**src/rtl/decoder_share_arbiter.sv**
```systemverilog
`default_nettype none
// ============================================================================
// Module   : Decoder_4To2bits
// Purpose  : Fixed 4-to-2 combinational code decoder.
// Ports    : A, B, C, D - code bits (A is the MSB)
//            Y1, Y0     - decoded result bits
// Revision : 1.0 - initial release
// ============================================================================
module Decoder_4To2bits (
    input  logic A,
    input  logic B,
    input  logic C,
    input  logic D,
    output logic Y1,
    output logic Y0
);

    assign Y1 = ~(B ^ D);
    assign Y0 = (~A &  B & ~C)      | (~A & ~C &  D)      |
                ( A &  B &  C)      | ( A &  C &  D)      |
                (~A & ~B &  C & ~D) | ( A & ~B & ~C & ~D);

endmodule

// ============================================================================
// Module   : decoder_share_arbiter
// Purpose  : Round-robin arbiter/sequencer that time-shares one
//            Decoder_4To2bits among NREQ requesters. One code is accepted in
//            IDLE, decoded in EVAL, and held in RESP until the consumer takes
//            it. The result is tagged with the requester index.
// Ports    : clk, rst             - clock, synchronous active-high reset
//            req_valid/req_ready  - per-requester handshake (ready one-hot)
//            req_data             - 4-bit code per requester {A,B,C,D}
//            rsp_valid/rsp_ready  - result handshake
//            rsp_id, rsp_data     - requester index and {Y1,Y0}
//            busy                 - high outside IDLE
//            op_count             - completed responses, wraps at 16 bits
// Revision : 1.0 - initial release
// ============================================================================
module decoder_share_arbiter #(
    parameter int NREQ = 4,
    parameter int IDW  = $clog2(NREQ)
) (
    input  logic                clk,
    input  logic                rst,
    input  logic [NREQ-1:0]     req_valid,
    input  logic [4*NREQ-1:0]   req_data,
    output logic [NREQ-1:0]     req_ready,
    output logic                rsp_valid,
    input  logic                rsp_ready,
    output logic [IDW-1:0]      rsp_id,
    output logic [1:0]          rsp_data,
    output logic                busy,
    output logic [15:0]         op_count
);

    localparam logic [1:0] c_IDLE = 2'd0;
    localparam logic [1:0] c_EVAL = 2'd1;
    localparam logic [1:0] c_RESP = 2'd2;

    logic [1:0]     r_state;
    logic [1:0]     w_nextState;
    logic [IDW-1:0] r_ptr;
    logic [IDW-1:0] r_id;
    logic [3:0]     r_opData;
    logic [1:0]     r_rspData;
    logic           r_rspValid;
    logic [15:0]    r_opCount;

    // Round-robin search split in two halves: requesters at or above the
    // pointer win first; otherwise the lowest valid index below it wins.
    logic           w_hiFound;
    logic           w_loFound;
    logic [IDW-1:0] w_hiIdx;
    logic [IDW-1:0] w_loIdx;
    logic [3:0]     w_hiCode;
    logic [3:0]     w_loCode;
    logic           w_found;
    logic [IDW-1:0] w_grantIdx;
    logic [3:0]     w_grantCode;
    logic [IDW-1:0] w_nextPtr;
    logic           w_accept;
    logic           w_rspDone;
    logic           w_y1;
    logic           w_y0;

    always_comb begin
        w_hiFound = 1'b0;
        w_loFound = 1'b0;
        w_hiIdx   = '0;
        w_loIdx   = '0;
        w_hiCode  = '0;
        w_loCode  = '0;
        // Descending scan leaves the lowest matching index in each half.
        for (int i = NREQ - 1; i >= 0; i--) begin
            if (req_valid[i]) begin
                if (i >= int'(r_ptr)) begin
                    w_hiFound = 1'b1;
                    w_hiIdx   = IDW'(i);
                    w_hiCode  = req_data[4*i +: 4];
                end else begin
                    w_loFound = 1'b1;
                    w_loIdx   = IDW'(i);
                    w_loCode  = req_data[4*i +: 4];
                end
            end
        end
    end

    assign w_found     = w_hiFound | w_loFound;
    assign w_grantIdx  = w_hiFound ? w_hiIdx  : w_loIdx;
    assign w_grantCode = w_hiFound ? w_hiCode : w_loCode;
    assign w_nextPtr   = (w_grantIdx == IDW'(NREQ - 1)) ? '0 : w_grantIdx + IDW'(1);
    assign w_accept    = (r_state == c_IDLE) && w_found;
    assign w_rspDone   = (r_state == c_RESP) && r_rspValid && rsp_ready;

    Decoder_4To2bits u_decoder (
        .A  (r_opData[3]),
        .B  (r_opData[2]),
        .C  (r_opData[1]),
        .D  (r_opData[0]),
        .Y1 (w_y1),
        .Y0 (w_y0)
    );

    // State register
    always_ff @(posedge clk) begin
        if (rst) begin
            r_state <= c_IDLE;
        end else begin
            r_state <= w_nextState;
        end
    end

    // Next-state logic
    always_comb begin
        w_nextState = r_state;
        case (r_state)
            c_IDLE:  if (w_accept)  w_nextState = c_EVAL;
            c_EVAL:                 w_nextState = c_RESP;
            c_RESP:  if (w_rspDone) w_nextState = c_IDLE;
            default:                w_nextState = c_IDLE;
        endcase
    end

    // Outputs decoded from state
    always_comb begin
        req_ready = '0;
        if (w_accept) begin
            req_ready[w_grantIdx] = 1'b1;
        end
        busy = (r_state != c_IDLE);
    end

    // Datapath registers
    always_ff @(posedge clk) begin
        if (rst) begin
            r_ptr      <= '0;
            r_id       <= '0;
            r_opData   <= '0;
            r_rspData  <= '0;
            r_rspValid <= 1'b0;
            r_opCount  <= '0;
        end else begin
            if (w_accept) begin
                r_opData <= w_grantCode;
                r_id     <= w_grantIdx;
                r_ptr    <= w_nextPtr;
            end
            if (r_state == c_EVAL) begin
                r_rspData  <= {w_y1, w_y0};
                r_rspValid <= 1'b1;
            end
            if (w_rspDone) begin
                r_rspValid <= 1'b0;
                r_opCount  <= r_opCount + 16'd1;
            end
        end
    end

    assign rsp_valid = r_rspValid;
    assign rsp_id    = r_id;
    assign rsp_data  = r_rspData;
    assign op_count  = r_opCount;

endmodule
`default_nettype wire

```
**config.mk**
```make
export PLATFORM = sky130hd
export DESIGN_NAME = decoder_share_arbiter
export DESIGN_NICKNAME = d
export VERILOG_FILES = /design/src/rtl/decoder_share_arbiter.sv
export SDC_FILE = /design/constraint.sdc
export NUM_CORES = 1
export LEC_CHECK = 0
export BUFFER_PORTS_ARGS = -buffer_cell sky130_fd_sc_hd__buf_2
export CAP_MARGIN = 20
export CORE_MARGIN = 3
export CORE_UTILIZATION = 55
export CTS_BUF_LIST = sky130_fd_sc_hd__clkbuf_16
export DETAILED_ROUTE_END_ITERATION = 8
export GPL_ROUTABILITY_DRIVEN = 0
export GPL_TIMING_DRIVEN = 0
export MAX_ROUTING_LAYER = met4
export PLACE_DENSITY_LB_ADDON = 0.05
export SLEW_MARGIN = 40
export SYNTH_ARGS = -nofsm -noshare
export SYNTH_HDL_FRONTEND = slang
export SYNTH_SLANG_ARGS = --single-unit
```
**constraint.sdc**
```tcl
create_clock -name clk -period 2.9 [get_ports clk]
set_clock_uncertainty 0.1 [all_clocks]
set_input_delay 0.29 -clock clk [delete_from_list [all_inputs] [get_ports clk]]
set_output_delay 0.29 -clock clk [all_outputs]
set_load 0.05 [all_outputs]
```
==> results of run 1 <==
==> per-layer routing <==
| metal | part of all wire [%] | GRT usage, % | vias up |
|---|---|---|---|
| met5 | 0 | - | - |
| met4 | 1.3 | 7.273 | 0 |
| met3 | 6.6 | 5.031 | 11 |
| met2 | 45 | 33.48 | 57 |
| met1 | 47 | 29.15 | 749 |
| li1 | - | - | 852 |
==> power groups by stage <==
stage / logic [W] / clock network [W] / registers, W
after floorplan: 0.000240 / 0 / 0.000490
after global placement: 0.000352 / 0 / 0.000457
after detailed placement: 0.000357 / 0 / 0.000458
after CTS: 0.000359 / 0.000467 / 0.000451
after global routing: 0.000397 / 0.000488 / 0.000454
final: 0.000358 / 0.000461 / 0.000451
==> logic make-up (layout without fill, tap and decap cells) <==
kind of cell | Yosys count | in the layout | share of synthesized area (%)
simple gates | 93 | 93 | 28.86
flops | 29 | 29 | 34.24
fa+ha+maj | 5 | 5 | 3.690
buf+inv | 22 | 76 | 5.829
xor+xnor | 15 | 15 | 7.749
mux | 2 | 2 | 1.181
compound gates | 47 | 47 | 18.45
==> registers in the layout, summed over array words and instances (netlist names) <==
signal / cells
r_state: 2
rsp_valid: 1
op_count: 16
r_ptr: 2
rsp_id: 2
rsp_data: 2
r_opData: 4
==> worst register-to-register path, cell delays in order, from the launching register on <==
cell      delay (ns)
dfxtp_1         0.32
buf_2           0.20
nand2b_1        0.17
a21oi_1         0.07
nor3_1          0.49
ha_1            0.34
nand2_1         0.06
a21oi_1         0.05
==> through the flow <==
stage | instance area, sq um | power [W] | setup slack (ns)
floorplan | 1695 | 0.0007307 | 0.8338
global placement | 1969 | 0.0008090 | 0.5436
detailed placement | 1969 | 0.0008142 | 0.5272
CTS | 2102 | 0.001277 | 0.2851
global route | 2102 | 0.001339 | 0.1299
finish | 2102 | 0.001270 | 0.3078
==> worst paths after layout <==
check,startpoint,to,cells after the start
min,rst,r_state[0],2
max,r_ptr[1],req_ready[2],8
max reg2reg,r_ptr[1],r_ptr[1],7
min reg2reg,rsp_id[0],rsp_id[0],2
==> area by class of cell <==
type                       count  share of cell area (%)
clock inverter                 2                  0.3571
buffer                        12                   2.917
multi-input combinational    162                   48.33
inverter                      10                   1.786
sequential                    29                   27.62
tap                           31                   1.845
timing repair buffer          47                   11.19
clock buffer                   5                   5.952
==> placed cells by master (no fill, tap or decap), drive strengths merged, types with 4 or more instances in the layout <==
master / instances
and2: 4
clkbuf: 8
inv: 11
xnor2: 11
nor3: 6
dfxtp: 29
buf: 56
a21oi: 16
xor2: 4
nor2: 27
nand2: 21
nand2b: 4
nand3: 11
o221ai: 5
ha: 5
o21ai: 6
==> impl_metrics.tcl, run 1 <==
set metrics [dict create \
    synth_cells 213 \
    start_kind "flop" \
    p_int_w 0.0008606 \
    ys_seq_area_share_pct 34.24 \
    cts_tree "built" \
    cp_data_arrival_time_ns 2.20 \
    start_util_pct 59.43 \
    syn_nets 241 \
    cts.clk_slew.worst_paths_ns 0.05 \
    hold_class "input pin to flop" \
    drt_iter0_drc 102 \
    maxSlewViolCount 0 \
    antenna_found_initial 0 \
    routedWlPerCell_um 12.93 \
    critical_path_class "flop to primary output" \
    ctsHtreeMaxLevel 2 \
    switching_share_pct 32.21 \
    p_seq_share_pct 35.5 \
    wl_um 3853 \
    synth_edf_count 0 \
    r2r_slack_ns 0.96 \
    grt_pass1_wl_um 6065 \
    ys_ff_latch 29 \
    p_leak_nw 0.9620 \
    post-route-period-util_pct 89.39 \
    p_sw_w 0.0004090 \
    cts_made_buffers 5 \
    dr.pass1.iters 4 \
    setup_violations 0 \
    worstPathRequired_ns 2.51 \
    drc 0 \
    crit_top_cell "buf_2" \
    mappedNetlistArea_sq_mm 0.001695 \
    grt_max_degree 11 \
    fin_worst_hold_slack_ns 0.1488 \
    die_x_um 61.52 \
    hold_buffers 0 \
    setup_tns_ns 0 \
    area_delta_synth_final_pct 23.99 \
    vias_per_cell 5.601 \
    regArea_sq_um 580.6 \
    clkLatencyLatePin_ns 0.27 \
    core_sq_mm 0.002853 \
    fin_nets 295 \
    async_flop_share_pct 0 \
    cts_setup_buffers 0 \
    clockBufferDepth 2 \
    die_h_um 61.52 \
    drive_gt1_share_pct 23.97 \
    cts_root_buffer "clkbuf_16" \
    drv_cap 0 \
    ioPinCount 49 \
    end_kind "primary output" \
    grt_pass1_vias 1398 \
    diodes 0 \
    max_freq_mhz 385.8 \
    clock_sinks 29 \
    synth_commonest_cells "dfxtp_1, nor2_1, nand2_1, a21oi_1, xnor2_1" \
    final_util_pct 73.68 \
    rows 19 \
    relSlewSlack_pct 62.37 \
    grt_overflow 0 \
    numPlacedInstances 291 \
    instances_no_fill 298 \
    yosysUniqueCellTypes 42 \
    p_per_area_mw_per_mm2 604.0 \
    crit_family "simple AND/OR/NAND/NOR gates" \
    yosys_warnings 0 \
    rsz0062_at_grt "false" \
    cp_max_fo 10 \
    synth_most_common_cell "dfxtp_1" \
    path_cells "buf_2, nand2b_1, a21oi_1, nor3_1, inv_1, ha_1, and2_1, buf_2" \
    min_period_ns 2.592 \
    p_comb_share_pct 28.2 \
    cp.buffers_inverters 3 \
    cts_resized 0 \
    grt_use_total_pct 22.16 \
    clkPwrFrac_pct 36.3 \
    slowest_delay_ns 0.49 \
    slowest_stage "nor3_1" \
    fillers 261 \
    synth.area.top_cells "dfxtp_1, nor2_1, xnor2_1" \
    io_buffers 47 \
    finalHoldViolCount 0 \
    place_hpwl_um 2813 \
    synthFlopType "dfxtp_1" \
    via_count 1669 \
    yosysTopAreaCell "dfxtp_1" \
    synth_top_area_share_pct 34.24 \
    worst-slew-pin-transition_ns 0.5601 \
    avgSynthCellArea_sq_um 7.960 \
    peakVddDrop_v 0.0003758 \
    antenna_left 0 \
    status "completed" \
    design.die.area_sq_mm 0.003785 \
    multiInputGateArea_sq_mm 0.001016 \
]
Note: power is estimated with default switching activity, not from simulation.
==> run 2, diff against run 1 <==
CTS_BUF_LIST = default   (was sky130_fd_sc_hd__clkbuf_16)
REMOVE_ABC_BUFFERS = 1   (was default)
==> run 2 against run 1 <==
Effect of this change:
- design area decreased by 5.3%
- flip-flop and latch count unchanged
- first-iteration DRC count grew 3.9%
- largest power group is now registers
- power down 16%
- register-to-register slack barely moved
- worst setup slack improved by 0.049 ns
- via count fell by 1.4%
- combinational power shrank 7.5%
- sequential power is 2% higher
- highest routed layer unchanged
- largest cell class unchanged
==> impl_metrics.tcl, run 2 (synthesis gave the netlist of run 1 again) <==
set metrics [dict create \
    switching_share_pct 35.95 \
    p_seq_share_pct 43.2 \
    layout_common_cells "buf_2, dfxtp_1, nor2_1" \
    relSlewSlack_pct 64.89 \
    finalHoldViolCount 0 \
    drive_gt1_share_pct 24.12 \
    grt_pass1_vias 1321 \
    drv_cap 0 \
    clkLatencyLatePin_ns 0.32 \
    setup_violations 0 \
    die_h_um 61.52 \
    via_count 1645 \
    drt_iter0_drc 106 \
    p_sw_w 0.0003850 \
    multiInputGateArea_sq_mm 0.001023 \
    cts_made_buffers 5 \
    worstPathRequired_ns 2.51 \
    rsz0062_at_grt "false" \
    worst-slew-pin-transition_ns 0.5266 \
    clkPwrFrac_pct 25.9 \
    vias_per_cell 5.712 \
    power_w 0.001071 \
    routedWlPerCell_um 12.44 \
    clock_sinks 29 \
    cp_max_fo 10 \
    fillers 255 \
    cp_data_arrival_time_ns 2.15 \
    grt_use_total_pct 20.76 \
    setup_tns_ns 0 \
    core_sq_mm 0.002853 \
    place_hpwl_um 2661 \
    wl_um 3582 \
    post-route-period-util_pct 87.69 \
    start_kind "flop" \
    min_period_ns 2.543 \
    rows 19 \
    die_x_um 61.52 \
    slowest_delay_ns 0.52 \
    hold_buffers 0 \
    p_per_area_mw_per_mm2 538.0 \
    dr.pass1.iters 4 \
    peakVddDrop_v 0.0002730 \
    max_freq_mhz 393.2 \
    clockBufferDepth 2 \
    maxSlewViolCount 0 \
    drc 0 \
    start_util_pct 59.43 \
    p_leak_nw 0.9003 \
    critical_path_class "flop to primary output" \
    layout_commonest_cell "buf_2" \
    end_kind "primary output" \
    design.die.area_sq_mm 0.003785 \
    r2r_slack_ns 0.95 \
    hold_class "input pin to flop" \
    fin_nets 284 \
    path_cells "inv_1, o21a_1, o22ai_1, inv_1, ha_1, and2_1, buf_2" \
    p_int_w 0.0006859 \
    fin_worst_hold_slack_ns 0.1980 \
    area_delta_synth_final_pct 17.42 \
    io_buffers 48 \
    largest_register_ffs 16 \
    antenna_found_initial 0 \
    crit_top_cell "inv_1" \
    antenna_left 0 \
    status "completed" \
    grt_max_degree 31 \
    cts_tree "built" \
    regArea_sq_um 580.6 \
    diodes 0 \
    grt_overflow 0 \
    cts_root_buffer "clkbuf_4" \
    ctsHtreeMaxLevel 2 \
    grt_pass1_wl_um 5720 \
    p_comb_share_pct 30.9 \
    cts.clk_slew.worst_paths_ns 0.09 \
    ioPinCount 49 \
    slowest_stage "dfxtp_1" \
]
[run 2: changes by cell type in the layout (fill, tap and decap cells not counted), sizes merged]
cell,change
clkbuf,-1
buf,-8
inv,-1
[run 2: cell type report]
cell class              instances  share of cell area, %
multi-input cells             162                  51.41
flip-flops and latches         29                  29.16
repair buffers                 48                  12.07
clock buffers                   7                  3.268
well taps                      31                  1.948
inverters                      10                  1.886
clock inverters                 1                 0.2514
[run 2: through the flow]
step / area (sq um) / std cells / setup slack [ns] / utilization, %
after CTS: 1983 / 288 / 0.2369 / 69.52
after floorplan: 1634 / 201 / 0.7435 / -
after global routing: 1991 / 288 / 0.1154 / 69.78
after detailed placement: 1913 / 280 / 0.5984 / 67.06
final: 1991 / 288 / 0.3569 / 69.78
after global placement: 1913 / 280 / 0.6049 / 67.06
[run 2: power by group through the flow]
stage          registers, W  logic (W)  clock network, W
2_1_floorplan      0.000500   0.000210                 0
3_3_place_gp       0.000470   0.000326                 0
4_1_cts            0.000463   0.000329          0.000282
6_report           0.000462   0.000331          0.000277
5_1_grt            0.000469   0.000366          0.000301
3_5_place_dp       0.000471   0.000328                 0
[run 2: repair_timing]
action / in CTS / in global routing
hold endpoints to repair: 0 / 0
setup endpoints to repair: 0 / 2
buffers inserted: 0 / 0
gates resized for setup: 0 / 1
[run 2: critical path: cells and delay by family, from the launching register on]
kind | cells | cell delay (ns)
and+or+nand+nor | 1 | 0.13
AOI/OAI and AO/OA | 2 | 0.51
DFF | 1 | 0.52
buffers and inverters | 3 | 0.49
adders and majority gates | 1 | 0.19
[run 2: path summary, 6_finish.rpt]
path / cells past startpoint / endpoint / start
setup / recovery: 7 / req_ready[3] / r_ptr[0]
hold / removal: 4 / r_state[1] / rsp_ready
setup reg to reg: 7 / r_ptr[1] / r_ptr[0]
hold reg to reg: 2 / rsp_id[0] / rsp_id[0]
[run 2: layer usage]
metal	track usage [%]	wire length [um]	vias up
met1	26.10	1584	743
met2	33.18	1722	69
li1	-	-	831
met3	4.403	265	2
met4	6.364	9	0
met5	-	0	-
